[src/rtl/instr_exec_unit.sv]
// ----------------------------------------------------------------------------
// instr_exec_unit
//
// Reads instructions from the instruction register and executes them.
// A start pulse begins a run over a range of addresses. The run fetches each
// instruction, executes it, and presents the result on a valid/ready stream.
// DIV and MOD go through a 32-step restoring divider. Every other opcode
// completes in a single EXEC cycle.
//
// Instruction word layout: {opc[2:0], op_a[OP_W-1:0], op_b[OP_W-1:0]}
//   opc: 0 ZERO, 1 PASSA, 2 PASSB, 3 ADD, 4 SUB, 5 MULT, 6 DIV, 7 MOD
//
// Ports
//   clk              rising-edge clock
//   reset_n          asynchronous active-low reset
//   start            begin a run (only sampled while idle)
//   first_addr       first instruction address of the run
//   count            number of instructions in the run (0..2**ADDR_W)
//   read_pointer     address presented to the instruction register
//   instruction_word instruction at read_pointer (combinational read)
//   res_valid        result available
//   res_ready        consumer accepts the result
//   res_data         signed result, RES_W bits
//   res_addr         address of the instruction that produced res_data
//   res_err          divide-by-zero flag, qualified by res_valid
//   busy             high whenever a run is in progress
//   done             one-cycle pulse after the last result is accepted
// ----------------------------------------------------------------------------
module instr_exec_unit #(
    parameter int ADDR_W = 5,
    parameter int OP_W   = 32,
    parameter int RES_W  = 64
) (
    input  logic                    clk,
    input  logic                    reset_n,
    input  logic                    start,
    input  logic [ADDR_W-1:0]       first_addr,
    input  logic [ADDR_W:0]         count,
    output logic [ADDR_W-1:0]       read_pointer,
    input  logic [2*OP_W+2:0]       instruction_word,
    output logic                    res_valid,
    input  logic                    res_ready,
    output logic signed [RES_W-1:0] res_data,
    output logic [ADDR_W-1:0]       res_addr,
    output logic                    res_err,
    output logic                    busy,
    output logic                    done
);

    localparam int IW_W  = 2*OP_W + 3;
    localparam int CNT_W = $clog2(OP_W);
    localparam logic [CNT_W-1:0] CNT_LAST = CNT_W'(OP_W - 1);

    localparam logic [2:0] OPC_ZERO  = 3'd0;
    localparam logic [2:0] OPC_PASSA = 3'd1;
    localparam logic [2:0] OPC_PASSB = 3'd2;
    localparam logic [2:0] OPC_ADD   = 3'd3;
    localparam logic [2:0] OPC_SUB   = 3'd4;
    localparam logic [2:0] OPC_MULT  = 3'd5;
    localparam logic [2:0] OPC_DIV   = 3'd6;
    localparam logic [2:0] OPC_MOD   = 3'd7;

    typedef enum logic [2:0] {IDLE, FETCH, EXEC, DIVIDE, OUTPUT} state_t;

    state_t                   state;
    logic [ADDR_W-1:0]        cur;
    logic [ADDR_W:0]          rem;
    logic [IW_W-1:0]          iw_q;
    logic signed [RES_W-1:0]  res_q;
    logic                     err_q;
    logic                     done_q;

    // divider state: partial remainder, dividend/quotient shift register
    logic [OP_W:0]            prem_q;
    logic [OP_W-1:0]          quo_q;
    logic [OP_W-1:0]          dvs_q;
    logic [CNT_W-1:0]         div_cnt;
    logic                     q_neg;
    logic                     r_neg;
    logic                     is_mod;

    // sign-extend an operand to result width
    function automatic logic signed [RES_W-1:0] sext(input logic [OP_W-1:0] v);
        return $signed({{(RES_W-OP_W){v[OP_W-1]}}, v});
    endfunction

    // magnitude of a two's-complement operand; the most negative value maps
    // to 2**(OP_W-1), which still fits as unsigned
    function automatic logic [OP_W-1:0] mag(input logic [OP_W-1:0] v);
        return v[OP_W-1] ? (~v + OP_W'(1)) : v;
    endfunction

    // one restoring-division step: returns {next partial remainder, next quotient}
    function automatic logic [2*OP_W:0] div_step(input logic [OP_W:0]   prem,
                                                 input logic [OP_W-1:0] quo,
                                                 input logic [OP_W-1:0] dvs);
        logic [OP_W:0] shifted;
        logic [OP_W:0] trial;
        shifted = {prem[OP_W-1:0], quo[OP_W-1]};
        trial   = shifted - {1'b0, dvs};
        if (!trial[OP_W])
            return {trial, quo[OP_W-2:0], 1'b1};
        else
            return {shifted, quo[OP_W-2:0], 1'b0};
    endfunction

    // apply the sign to an unsigned magnitude, widening to result width
    function automatic logic signed [RES_W-1:0] apply_sign(input logic [OP_W-1:0] m,
                                                           input logic neg);
        logic signed [RES_W-1:0] e;
        e = $signed({{(RES_W-OP_W){1'b0}}, m});
        return neg ? -e : e;
    endfunction

    logic [2:0]               opc;
    logic [OP_W-1:0]          op_a;
    logic [OP_W-1:0]          op_b;
    logic signed [RES_W-1:0]  a_ext;
    logic signed [RES_W-1:0]  b_ext;
    logic [2*OP_W:0]          step;
    logic [OP_W:0]            step_rem;
    logic [OP_W-1:0]          step_quo;

    assign opc      = iw_q[IW_W-1 -: 3];
    assign op_a     = iw_q[2*OP_W-1 -: OP_W];
    assign op_b     = iw_q[OP_W-1:0];
    assign a_ext    = sext(op_a);
    assign b_ext    = sext(op_b);
    assign step     = div_step(prem_q, quo_q, dvs_q);
    assign step_rem = step[2*OP_W -: OP_W+1];
    assign step_quo = step[OP_W-1:0];

    // every output is a register or a decode of the state register
    assign read_pointer = cur;
    assign res_addr     = cur;
    assign res_data     = res_q;
    assign res_err      = err_q;
    assign res_valid    = (state == OUTPUT);
    assign busy         = (state != IDLE);
    assign done         = done_q;

    always_ff @(posedge clk or negedge reset_n) begin
        if (!reset_n) begin
            state   <= IDLE;
            cur     <= '0;
            rem     <= '0;
            iw_q    <= '0;
            res_q   <= '0;
            err_q   <= 1'b0;
            done_q  <= 1'b0;
            prem_q  <= '0;
            quo_q   <= '0;
            dvs_q   <= '0;
            div_cnt <= '0;
            q_neg   <= 1'b0;
            r_neg   <= 1'b0;
            is_mod  <= 1'b0;
        end else begin
            done_q <= 1'b0;
            case (state)
                IDLE: begin
                    if (start) begin
                        cur <= first_addr;
                        rem <= count;
                        if (count == '0)
                            done_q <= 1'b1;
                        else
                            state <= FETCH;
                    end
                end

                FETCH: begin
                    iw_q  <= instruction_word;
                    state <= EXEC;
                end

                EXEC: begin
                    err_q <= 1'b0;
                    state <= OUTPUT;
                    case (opc)
                        OPC_ZERO:  res_q <= '0;
                        OPC_PASSA: res_q <= a_ext;
                        OPC_PASSB: res_q <= b_ext;
                        OPC_ADD:   res_q <= a_ext + b_ext;
                        OPC_SUB:   res_q <= a_ext - b_ext;
                        OPC_MULT:  res_q <= a_ext * b_ext;
                        OPC_DIV, OPC_MOD: begin
                            if (op_b == '0) begin
                                res_q <= '0;
                                err_q <= 1'b1;
                            end else begin
                                prem_q  <= '0;
                                quo_q   <= mag(op_a);
                                dvs_q   <= mag(op_b);
                                q_neg   <= op_a[OP_W-1] ^ op_b[OP_W-1];
                                r_neg   <= op_a[OP_W-1];
                                is_mod  <= (opc == OPC_MOD);
                                div_cnt <= '0;
                                state   <= DIVIDE;
                            end
                        end
                        default:   res_q <= '0;
                    endcase
                end

                DIVIDE: begin
                    prem_q  <= step_rem;
                    quo_q   <= step_quo;
                    div_cnt <= div_cnt + CNT_W'(1);
                    // final step: take the result straight from this step's output
                    if (div_cnt == CNT_LAST) begin
                        res_q <= is_mod ? apply_sign(step_rem[OP_W-1:0], r_neg)
                                        : apply_sign(step_quo, q_neg);
                        state <= OUTPUT;
                    end
                end

                OUTPUT: begin
                    if (res_ready) begin
                        rem <= rem - (ADDR_W+1)'(1);
                        if (rem == (ADDR_W+1)'(1)) begin
                            done_q <= 1'b1;
                            state  <= IDLE;
                        end else begin
                            cur   <= cur + ADDR_W'(1);
                            state <= FETCH;
                        end
                    end
                end

                default: state <= IDLE;
            endcase
        end
    end

endmodule
[config.mk]
export PLATFORM = sky130hd
export DESIGN_NAME = instr_exec_unit
export DESIGN_NICKNAME = d
export VERILOG_FILES = /design/src/rtl/instr_exec_unit.sv
export SDC_FILE = /design/constraint.sdc
export NUM_CORES = 2
export LEC_CHECK = 0
export ABC_CLOCK_PERIOD_IN_PS = 21600
export BUFFER_PORTS_ARGS = -buffer_cell sky130_fd_sc_hd__buf_2
export CAP_MARGIN = 15
export CORE_MARGIN = 3
export CORE_UTILIZATION = 60
export DETAILED_ROUTE_END_ITERATION = 7
export PLACE_DENSITY = 0.78
export SLEW_MARGIN = 15
export SYNTH_ARGS = -nofsm -noshare
export SYNTH_HDL_FRONTEND = slang
export SYNTH_SLANG_ARGS = --single-unit
[constraint.sdc]
create_clock -name clk -period 21.6 [get_ports clk]
set_input_delay 4.32 -clock clk [delete_from_list [all_inputs] [get_ports clk]]
set_output_delay 4.32 -clock clk [all_outputs]
set_load 0.005 [all_outputs]
==> results.yml <==
outcome:
  status: "completed"
setup_path:
  slowest_delay_ns: 0.89
  r2r_cells: 30
  end_kind: "register"
  crit_end: "res_data[62]$_DFFE_PN0P_"
  crit_type: "reg2reg"
  r2r_start: "iw_q[63]$_DFFE_PN0P_"
  crit_slowest_cell: "fa_1"
  worstSetupStartpoint: "iw_q[63]$_DFFE_PN0P_"
  cp.required_ns: 22.10
  cp_common_cell: "fa_1"
  r2r_slack_ns: 11.94
  timing.rr.end: "res_data[62]$_DFFE_PN0P_"
  arrival_ns: 10.15
  start_kind: "register"
  crit_fanout: 52
die:
  die_y_um: 312
  core_area_mm2: 0.0922
  die_area_mm2: 0.0971
  dieWidth_um: 312
  rows: 111
  start_util_pct: 60.8
  io_pins: 160
sta:
  tns_ns: 0
  max_freq_mhz: 104
  setup_viol: 0
  slew_viol_final: 0
  period_minus_slack_ns: 9.66
  fin_crit_sh_pct: 44.7
  finalHoldViolCount: 0
  clock_skew_ns: 0.0404
  tightest_slew_ns: 1.09
  rsz0062_at_grt: "no"
  slew_headroom_pct: 26.4
cts:
  htree_levels: 1
  clock_path_buffers: 3
  numCtsBuffers: 30
  path_clk_slew_ns: 0.07
  cts_resized: 0
  cts_tree: "built"
  postCtsSetupRepairBufs: 0
  cts_sinks: 251
  clk_latency_ns: 0.64
  ctsHoldBuffers: 0
  cts-root-buf: "clkbuf_16"
routing:
  first_pass_iters: 8
  avgViaCountPerCell: 6.27
  drt_wl_total_mm: 184
  remaining_drc_errors: 0
  vias: 47145
  drt_iter0_markers: 4789
  routedWlPerCell_um: 24.4
  antenna_left: 0
logic_synthesis:
  async_flop_share_pct: 100
  syn_area_mm2: 0.0561
  ys_ff_latch: 251
  yosysTopAreaCell: "fa_1"
  yosysUniqueCellTypes: 97
  synthMostInstantiatedCell: "inv_1"
  yosys_warnings: 0
  synth_top_area_share_pct: 38.7
  synth_fp_nets: 7830
  synth_area_leaders: "fa_1 39%, dfrtp_1 11%, inv_1 7.3%, ha_1 6.5%, and2_1 5.1%"
  ys.flop_type: "dfrtp_1"
  synth_edf_count: 0
  syn_inst: 6371
  syn_area_per_cell_um2: 8.80
  yosys-top-cells-count: "1,089 x inv_1, 1,085 x fa_1, 744 x nand2_1"
  synth-seq-area-share_pct: 11.2
global_route:
  grt_pass1_wl_mm: 288
  grt_pass1_vias: 49636
  grtUsageTotal_pct: 38.4
  antenna_found_initial: 7
  gr-total-overflow: 0
  grt_max_degree: 140
placed_design:
  port_buffers: 159
  gp_congestion: 0.993
  hpwl_mm: 137
min_path:
  hp-class: "reg2reg"
  hp-start: "res_data[0]$_DFFE_PN0P_"
layout:
  fillCellCount: 7785
  fin_nets: 7709
  drive_gt1_share_pct: 6.46
  seq_area_mm2: 0.00629
  multiInputGateArea_mm2: 0.0441
  syn_to_final_growth_pct: 4.84
run:
  drv_cap: 0
-- worst min path at each step --
stage	to	slack [ns]	depth (start not counted)
2_1_floorplan	dvs_q[1]$_DFFE_PN0P_	0.45	2
3_3_place_gp	res_data[15]$_DFFE_PN0P_	0.45	2
3_5_place_dp	res_data[15]$_DFFE_PN0P_	0.46	2
4_1_cts	res_data[15]$_DFFE_PN0P_	0.48	2
5_1_grt	res_data[15]$_DFFE_PN0P_	0.50	2
6_report	res_data[0]$_DFFE_PN0P_	0.48	2
-- cell families (layout without fill, tap and decap cells) --
logic type	after synthesis	in the layout	synth area share [%]
AO/OA/AOI/OAI	1064	1064	12.2
multiplexers	91	91	1.73
adder cells (fa/ha/maj)	1377	1377	45.3
XOR/XNOR	204	204	3.19
AND/OR/NAND/NOR	1886	1886	16.3
other	0	4	0
flip-flops	251	251	11.2
buffers and inverters	1498	1401	10.1
-- layout make-up --
type / instances / area share (%)
Inverter: 1091 / 6.97
Clock inverter: 20 / 0.641
Antenna cell: 4 / 0.0170
Timing Repair Buffer: 254 / 2.61
Multi-Input combinational cell: 4622 / 75.1
Sequential cell: 251 / 10.7
Clock buffer: 36 / 1.35
Tap cell: 1243 / 2.65
-- through the flow --
step                      hold WS [ns]  instance area (um^2)  worst slack [ns]  util [%]  cells
after global placement           0.454                 57600             12.24      62.5   7461
after global routing             0.504                 58800             11.42      63.7   7517
after CTS                        0.479                 58800             11.95      63.7   7517
after detailed placement         0.463                 57600             12.00      62.5   7461
after floorplan                  0.450                 56100             12.73         -   6371
final                            0.477                 58800             11.94      63.7   7521
-- flip-flops by register name, indices dropped and copies added (netlist names), 3 cells and up --
register / count
iw_q: 67
res_data: 64
dvs_q: 32
prem_q: 32
quo_q: 32
rem: 6
div_cnt: 5
read_pointer: 5
state: 3
-- layout by cell type (no fill, tap or decap), types with 43 or more instances in the layout --
cell type,count
nor2_1,307
a21o_1,57
nand3_1,80
nor3_1,60
xor2_1,83
buf_4,94
xnor2_1,121
buf_2,158
nand2_1,742
a21oi_1,253
fa_1,1085
ha_1,292
dfrtp_1,244
o31ai_1,46
mux2i_1,43
mux2_2,47
inv_1,1089
and2_1,459
o21ai_0,331
-- critical path: cells and delay by family, from the launching register on --
family,cells,cell delay (ns)
fa+ha+maj,9,4.66
buf+inv,9,2.19
compound gates,8,1.72
simple gates,3,0.37
flops,1,0.34
xor+xnor,1,0.15
-- layer usage --
metal | up-vias | share of wire [%] | track usage [%]
met5 | - | 0.017 | 0
met4 | 4 | 7.4 | 22.7
met3 | 771 | 12 | 9.26
met2 | 2943 | 45 | 59.8
met1 | 23593 | 36 | 49.2
li1 | 19834 | - | -
Power is left out: the tool's default activity adds up to more than one toggle a clock period on the data nets, which glitch-free logic cannot reach.
